--- src/rtl/regfile_wb_ctrl_pkg.sv ---
// Shared widths, write-back request type and requester ids for the register-file write-back path.
package regfile_pkg;
    localparam int IDX_W    = 3;
    localparam int DATA_W   = 16;
    localparam int NUM_REGS = 8;

    typedef struct packed {
        logic [IDX_W-1:0]  idx;
        logic [DATA_W-1:0] data;
    } wb_req_t;

    typedef enum logic {
        REQ_ALU = 1'b0,
        REQ_MEM = 1'b1
    } requester_e;
endpackage

--- src/rtl/regfile_wb_ctrl_if.sv ---
// Write-back request channels from the ALU and the load-return path into the controller.
interface regfile_wb_ctrl_if;
    import regfile_pkg::*;

    logic              alu_valid;
    logic [IDX_W-1:0]  alu_idx;
    logic [DATA_W-1:0] alu_data;
    logic              alu_ready;
    logic              mem_valid;
    logic [IDX_W-1:0]  mem_idx;
    logic [DATA_W-1:0] mem_data;
    logic              mem_ready;

    modport master (
        output alu_valid, alu_idx, alu_data,
        input  alu_ready,
        output mem_valid, mem_idx, mem_data,
        input  mem_ready
    );

    modport slave (
        input  alu_valid, alu_idx, alu_data,
        output alu_ready,
        input  mem_valid, mem_idx, mem_data,
        output mem_ready
    );
endinterface

--- src/rtl/regfile_wb_ctrl_rr_arb2.sv ---
// Two-way round-robin arbiter; remembers the last winner and favours the other on contention.
// Latency: combinational grant; rr_last updates at the edge that consumes a grant.
// Backpressure: the losing requester sees no grant; no grants while rst_n is low.
module rr_arb2
    import regfile_pkg::*;
(
    input  logic       clk,
    input  logic       rst_n,
    input  logic [1:0] req,
    output logic [1:0] gnt
);

    requester_e rr_last;

    always_comb begin
        gnt = 2'b00;
        if (rst_n) begin
            if (req == 2'b11) begin
                gnt = (rr_last == REQ_MEM) ? 2'b01 : 2'b10;
            end else begin
                gnt = req;
            end
        end
    end

    always_ff @(posedge clk or negedge rst_n) begin
        if (!rst_n) begin
            rr_last <= REQ_MEM;
        end else if (gnt[REQ_MEM]) begin
            rr_last <= REQ_MEM;
        end else if (gnt[REQ_ALU]) begin
            rr_last <= REQ_ALU;
        end
    end

endmodule

--- src/rtl/regfile_wb_ctrl.sv ---
// Shares the register-file write port between ALU and load return, and tracks busy registers.
// Latency: accepted request drives rf_we/index/data one cycle later; busy clears on that commit.
// Backpressure: at most one ready per cycle, round-robin on contention; readies low in reset.
module regfile_wb_ctrl
    import regfile_pkg::*;
(
    input  logic                clk,
    input  logic                rst_n,
    regfile_wb_ctrl_if.slave    wb,
    input  logic                rsv_valid,
    input  logic [IDX_W-1:0]    rsv_idx,
    output logic                rsv_ok,
    input  logic [IDX_W-1:0]    chk_a_idx,
    input  logic [IDX_W-1:0]    chk_b_idx,
    output logic                hazard,
    output logic                rf_we,
    output logic [IDX_W-1:0]    rf_c_index,
    output logic [DATA_W-1:0]   rf_d_input,
    output logic [NUM_REGS-1:0] busy,
    output logic                err_unrsv
);

    logic [1:0]          req;
    logic [1:0]          gnt;
    wb_req_t             alu_req;
    wb_req_t             mem_req;
    wb_req_t             win;
    logic [NUM_REGS-1:0] busy_nxt;

    assign req     = {wb.mem_valid, wb.alu_valid};
    assign alu_req = {wb.alu_idx, wb.alu_data};
    assign mem_req = {wb.mem_idx, wb.mem_data};

    rr_arb2 u_arb (
        .clk   (clk),
        .rst_n (rst_n),
        .req   (req),
        .gnt   (gnt)
    );

    assign wb.alu_ready = gnt[REQ_ALU];
    assign wb.mem_ready = gnt[REQ_MEM];
    assign win          = gnt[REQ_MEM] ? mem_req : alu_req;

    // Checked against the current busy bits only, so a bit clearing this cycle still blocks.
    assign rsv_ok = rsv_valid & ~busy[rsv_idx];
    assign hazard = busy[chk_a_idx] | busy[chk_b_idx];

    always_comb begin
        busy_nxt = busy;
        if (rf_we) begin
            busy_nxt[rf_c_index] = 1'b0;
        end
        if (rsv_ok) begin
            busy_nxt[rsv_idx] = 1'b1;
        end
    end

    always_ff @(posedge clk or negedge rst_n) begin
        if (!rst_n) begin
            rf_we      <= 1'b0;
            rf_c_index <= '0;
            rf_d_input <= '0;
            busy       <= '0;
            err_unrsv  <= 1'b0;
        end else begin
            rf_we <= |gnt;
            if (|gnt) begin
                rf_c_index <= win.idx;
                rf_d_input <= win.data;
            end
            busy <= busy_nxt;
            if (rf_we && !busy[rf_c_index]) begin
                err_unrsv <= 1'b1;
            end
        end
    end

endmodule

--- src/flat_wrapper.sv ---
// flat-port wrapper written by rule: the top's interface ports become plain ports
module regfile_wb_ctrl_flat import regfile_pkg::*;
  (clk, rst_n, rsv_valid, rsv_idx, rsv_ok, chk_a_idx, chk_b_idx, hazard, rf_we, rf_c_index, rf_d_input, busy, err_unrsv, wb_alu_valid, wb_alu_idx, wb_alu_data, wb_alu_ready, wb_mem_valid, wb_mem_idx, wb_mem_data, wb_mem_ready);
  regfile_wb_ctrl_if wb_i ();
  input  logic clk;
  input  logic rst_n;
  input  logic rsv_valid;
  input  logic [IDX_W-1:0] rsv_idx;
  output logic rsv_ok;
  input  logic [IDX_W-1:0] chk_a_idx;
  input  logic [IDX_W-1:0] chk_b_idx;
  output logic hazard;
  output logic rf_we;
  output logic [IDX_W-1:0] rf_c_index;
  output logic [DATA_W-1:0] rf_d_input;
  output logic [NUM_REGS-1:0] busy;
  output logic err_unrsv;
  input wire logic [$bits(wb_i.alu_valid)-1:0] wb_alu_valid;
  input wire logic [$bits(wb_i.alu_idx)-1:0] wb_alu_idx;
  input wire logic [$bits(wb_i.alu_data)-1:0] wb_alu_data;
  output wire logic [$bits(wb_i.alu_ready)-1:0] wb_alu_ready;
  input wire logic [$bits(wb_i.mem_valid)-1:0] wb_mem_valid;
  input wire logic [$bits(wb_i.mem_idx)-1:0] wb_mem_idx;
  input wire logic [$bits(wb_i.mem_data)-1:0] wb_mem_data;
  output wire logic [$bits(wb_i.mem_ready)-1:0] wb_mem_ready;
  assign wb_i.alu_valid = wb_alu_valid;
  assign wb_i.alu_idx = wb_alu_idx;
  assign wb_i.alu_data = wb_alu_data;
  assign wb_alu_ready = wb_i.alu_ready;
  assign wb_i.mem_valid = wb_mem_valid;
  assign wb_i.mem_idx = wb_mem_idx;
  assign wb_i.mem_data = wb_mem_data;
  assign wb_mem_ready = wb_i.mem_ready;
  regfile_wb_ctrl u_core (.clk(clk), .rst_n(rst_n), .wb(wb_i), .rsv_valid(rsv_valid), .rsv_idx(rsv_idx), .rsv_ok(rsv_ok), .chk_a_idx(chk_a_idx), .chk_b_idx(chk_b_idx), .hazard(hazard), .rf_we(rf_we), .rf_c_index(rf_c_index), .rf_d_input(rf_d_input), .busy(busy), .err_unrsv(err_unrsv));
endmodule
--- config.mk ---
export PLATFORM = sky130hd
export DESIGN_NAME = regfile_wb_ctrl_flat
export DESIGN_NICKNAME = d
export VERILOG_FILES = /design/src/rtl/regfile_wb_ctrl_pkg.sv /design/src/rtl/regfile_wb_ctrl_if.sv /design/src/rtl/regfile_wb_ctrl_rr_arb2.sv /design/src/rtl/regfile_wb_ctrl.sv /design/src/flat_wrapper.sv
export SDC_FILE = /design/constraint.sdc
export NUM_CORES = 1
export LEC_CHECK = 0
export CAP_MARGIN = 20
export CORE_AREA = 2 2 66 68
export CTS_BUF_LIST = sky130_fd_sc_hd__clkbuf_8
export CTS_CLUSTER_DIAMETER = 30
export DETAILED_ROUTE_END_ITERATION = 16
export DIE_AREA = 0 0 68 70
export HOLD_SLACK_MARGIN = 0.12
export PLACE_DENSITY_LB_ADDON = 0.3
export SYNTH_ARGS = -nofsm -noshare
export SYNTH_HDL_FRONTEND = slang
export SYNTH_SLANG_ARGS = --single-unit
--- constraint.sdc ---
create_clock -name clk -period 2.8 [get_ports clk]
set_clock_uncertainty 0.15 [all_clocks]
set_input_delay 0.56 -clock clk [delete_from_list [all_inputs] [get_ports clk]]
set_output_delay 0.56 -clock clk [all_outputs]
set_load 0.01 [all_outputs]
Yosys cells after proc, flatten, opt, wreduce, memory -nomap -nowiden
Cells that the tools add are included.
{"block": "classes", "magnitude_cmp": 6, "eq_ne": 1, "mux": 20, "bitwise": 6, "n_reduce_logical": 6}
{"cell": "2-to-1 mux 19 bit", "count": 1}
{"cell": "less-than comparator 3 x 4 -> 1 bit, second input constant", "count": 4}
{"cell": "2-to-1 mux 8 bit", "count": 2}
{"cell": "binary-select mux 1 bit (select 3 bit)", "count": 4}
{"cell": "bitwise AND 8 bit", "count": 1}
{"cell": "2-to-1 mux 1 bit", "count": 8}
{"cell": "NOT 8 bit", "count": 1}
{"cell": "OR 8 bit", "count": 1}
{"cell": "demux 1 bit (select 3 bit)", "count": 2}
{"cell": ">= comparator 3 x 1 -> 1 bit, second input constant", "count": 2}
{"cell": "2-to-1 mux 2 bit", "count": 3}
{"cell": "logical AND 1 bit", "count": 3}
{"cell": "== test 2 bit, second input constant", "count": 1}
{"cell": "nonzero test 2 bit", "count": 1}
{"cell": "OR reduction 2 bit", "count": 1}
{"cell": "bitwise AND 1 bit", "count": 1}
{"cell": "zero test 1 bit", "count": 1}
{"cell": "NOT 1 bit", "count": 1}
{"cell": "OR 1 bit", "count": 1}
{"block": "word_totals", "ff_bits": 30, "input_bits": 52, "out_inout_bits": 33, "word_cells": 45}

Depth between registers and ports, before layout
{"block": "depth", "word_depth": 9, "mapped_depth": 5, "mapped_depth_nobuf": 4}

By module
From an unflattened synthesis, not the netlist that was laid out.
{"block": "unflattened", "hier_cells": 155, "hier_area_um2": 1617.8}
{"mod": "regfile_wb_ctrl", "instances": 1, "cells_each": 147, "area_each_um2": 1555.2, "seq_area_each_um2": 725.7}
{"mod": "rr_arb2", "instances": 1, "cells_each": 8, "area_each_um2": 62.6, "seq_area_each_um2": 26.3}

Worst setup path after synthesis
OpenSTA, ideal clock, no wires.
{"block": "synth_path", "path_kind": "input -> output", "from": "input port rsv_idx[0]", "to": "output port rsv_ok", "t_arrival_ns": 1.371, "t_required_ns": 2.090, "slack_ns": 0.719, "cell_stages": 4, "n_path_buf": 1, "path_cell_list": "clkbuf_1 nor2_1 a22o_1 a211oi_2"}
{"block": "synth_via", "elab_chain_cells": 4}
{"item": "from (decl)", "line": "flat_wrapper.sv:8", "rtl": "input logic [IDX_W-1:0] rsv_idx;"}
{"item": "binary-select mux 1 bit (select 3 bit)", "line": "regfile_wb_ctrl.sv:46", "rtl": "assign rsv_ok = rsv_valid & ~busy[rsv_idx];"}
{"item": "2-to-1 mux 1 bit (not written as such)", "line": "regfile_wb_ctrl.sv:46"}
{"item": "NOT 1 bit", "line": "regfile_wb_ctrl.sv:46"}
{"item": "bitwise AND 1 bit", "line": "regfile_wb_ctrl.sv:46"}
{"item": "to (decl)", "line": "flat_wrapper.sv:9", "rtl": "output logic rsv_ok;"}
No other way between the ends. The select of a mux whose other input is x is not followed.

Worst setup path after layout
{"block": "layout_path", "from": "input port rst_n", "to": "output port wb_mem_ready"}
{"block": "layout_via", "elab_chain_cells": 1}
{"item": "from (decl)", "line": "flat_wrapper.sv:6", "rtl": "input logic rst_n;"}
{"item": "2-to-1 mux 2 bit", "line": "regfile_wb_ctrl_rr_arb2.sv:17", "rtl": "if (rst_n) begin"}
{"item": "to (decl)", "line": "flat_wrapper.sv:25", "rtl": "output wire logic [$bits(wb_i.mem_ready)-1:0] wb_mem_ready;"}
No other way between the ends.

==> flow_summary.ini <==
[worst_setup_path]
critPathMaxStageDelay_ps = 580
start_kind = primary input
worst-path-buf-inv = 2
path_class = in2out
worstPathArrival_ps = 2000
critPathCaptureType = output pin
crit_top_cell = clkdlybuf4s50_1
crit_fanout = 5
critical-path-top-delay-family = buffers and inverters
cp_slowest_cell = clkdlybuf4s50_1
cp_cell_sequence = clkdlybuf4s50_1 -> nand2_1 -> a21oi_1 -> clkdlybuf4s50_1
worstPathRequired_ps = 2090

[final_layout]
final_common_cell = clkdlybuf4s50_1
diodes = 0
nets = 307
fill_cells = 364
final_cell_mix = clkdlybuf4s50_1, nand2_1, dfrtp_1
syn_to_final_growth_pct = 69.2
layout-drive-gt1-share = 0.117
design_area_um2 = 2650

[synth]
yosysWarnings = 0
synth_top_area_cell = dfrtp_1
synth-simple-area-share = 0.173
synth_area_leaders = dfrtp_1, nand2_1, a22oi_1
yosysSeqAreaShare = 0.480
postSynthAreaPerCell_um2 = 9.73
syn_area_um2 = 1570
synth_mux_area_frac = 0.113
ys_types = 28
synth_top_family_by_area = compound AO/OA/AOI/OAI gates
ys_ff_latch = 30
synth_fp_nets = 213
synthCells = 161
synth_compound_area_frac = 0.188
synth_top_area_frac = 0.463
synthAdderAreaFrac = 0
synth_xor_area_frac = 0

[hold_path]
hp-class = reg2reg

[place]
portBuffers = 84
dpl_cell_area_um2 = 2510
hpwl_mm = 3.32
pre_cts_slack_ps = -292
routabilityCongestion = 0.858

[cts]
cts_made_buffers = 5
ctsHoldBuffers = 0
cts_sinks = 30
cts_max_level = 2
insertion_delay_ps = 280
clock_path_buffers = 2
path_clk_slew_ps = 60
cts_root_buf = clkbuf_8
cts_tree = yes

[route]
antenna_left = 0
drt_wl_total_mm = 4.47
vias_per_cell = 5.23
drt_iter0_drc = 96
drtPass1Iterations = 4
dr_total_vias = 1610
wl_per_cell_um = 14.5
drc_errors = 0

[grt]
grt.overflow.total = 0
antenna_found_initial = 0
grt_max_degree = 30
grt_pass1_wl_mm = 7.31
first_global_vias = 1625
track_usage = 0.206

[die]
core-area_um2 = 4140
start_util = 0.378
die_height_um = 70
placementRows = 24
ios = 85
dieWidth_um = 68
die_area_um2 = 4760

[timing]
timing.final.crit_share = 0.969
min_period_ps = 2710
max_freq_ghz = 0.369
slew_headroom = 0.713
slew_viol_final = 0
timing.setup.tns_ps = 0
rsz0062_at_grt = no
worst_pin_slew_ps = 431
setup_ws_ps = 86.5
setup_violations = 0
hold_viol_final = 0

[power_and_ir_drop]
power_density_nw_per_um2 = 714
totalPowerFinal_mw = 1.89
peakVddDrop_uv = 305
p_leak_nw = 1.14

[job]
cap_viol_max_count = 0

[outcome]
run_status = complete, no violations
## worst register-to-register path, delay by kind of cell, from the launching register on
kind | cells | cell delay, ps
flip-flops | 1 | 610
AO/OA/AOI/OAI | 2 | 330
multiplexers | 1 | 570
## cells by family (layout without fill, tap and decap cells)
family	Yosys count	in the layout
compound gates	45	45
buf+inv	13	108
flops	30	30
mux	11	11
simple gates	62	62
## final timing paths
kind / from / end / slack, ps / depth (start not counted)
worst max-delay path: rst_n / wb_mem_ready / 90 / 4
worst min-delay path: u_core.rf_d_input[7]$_DFFE_PN0P_ / u_core.rf_d_input[7]$_DFFE_PN0P_ / 320 / 2
worst max register to register: u_core.rf_c_index[0]$_DFFE_PN0P_ / u_core.err_unrsv$_DFFE_PN0P_ / 1090 / 3
worst min register to register: u_core.rf_d_input[7]$_DFFE_PN0P_ / u_core.rf_d_input[7]$_DFFE_PN0P_ / 320 / 2
max in group asynchronous: rst_n / u_core.rf_we$_DFF_PN0_ / 1560 / 2
min in group asynchronous: rst_n / u_core.u_arb.rr_last$_DFFE_PN1P_ / 550 / 1
## state kept, by name, indices dropped and copies added (netlist names)
register and flops:
u_core.err_unrsv 1, u_core.busy 8, u_core.rf_c_index 3, u_core.rf_d_input 16, u_core.rf_we 1, u_core.u_arb.rr_last 1
## power breakdown
group          leakage [nW]  internal, mW  switching (mW)
registers             0.353         0.538           0.159
clock network        0.0714         0.379           0.161
logic                 0.716         0.409           0.245
total                  1.14          1.33           0.566
## per-stage QoR
| step | hold WS (ps) | std cells | utilization |
|---|---|---|---|
| 2_1_floorplan | 114 | 161 | - |
| 3_3_place_gp | 308 | 300 | 0.606 |
| 3_5_place_dp | 313 | 300 | 0.606 |
| 4_1_cts | 329 | 308 | 0.640 |
| 5_1_grt | 352 | 308 | 0.639 |
| 6_report | 324 | 308 | 0.639 |
## synthesized netlist by cell type (all sizes together)
cell type,instances
mux2i,5
clkbuf,6
nor3,3
nand3,1
dfstp,1
nand2,44
mux4,5
a31o,1
o21ai,6
and3,1
nor3b,5
a211oi,1
nand4,2
a22o,1
dfrtp,29
nor2,3
inv,3
o211ai,1
buf,4
a21oi,12
a31oi,4
nand2b,1
or3,1
mux2,1
a22oi,19
nor2b,1
## metal layers
| metal | global-route usage | up-vias | wire length (um) |
|---|---|---|---|
| met3 | 0.0580 | 8 | 379 |
| met5 | 0 | - | 0 |
| met2 | 0.323 | 71 | 2150 |
| met4 | 0.0956 | 0 | 93 |
| met1 | 0.259 | 755 | 1850 |
| li1 | - | 776 | - |
## repair_timing
| item | in CTS | in global routing |
|---|---|---|
| gates resized for setup | 4 | 3 |
| setup endpoints to repair | 2 | 2 |
| setup buffers | 0 | 0 |
| endpoints found under the hold margin | 0 | 0 |
## final cells by class
type,instances,area [um2],area share
timing repair buffer,97,935,0.353
tap,52,65.1,0.0246
multi-input combinational,118,744,0.281
clock buffer,6,82.6,0.0312
inverter,3,11.3,0.00425
sequential,30,752,0.284
clock inverter,2,60.1,0.0227
No activity file was read; power rests on OpenSTA's default activity.
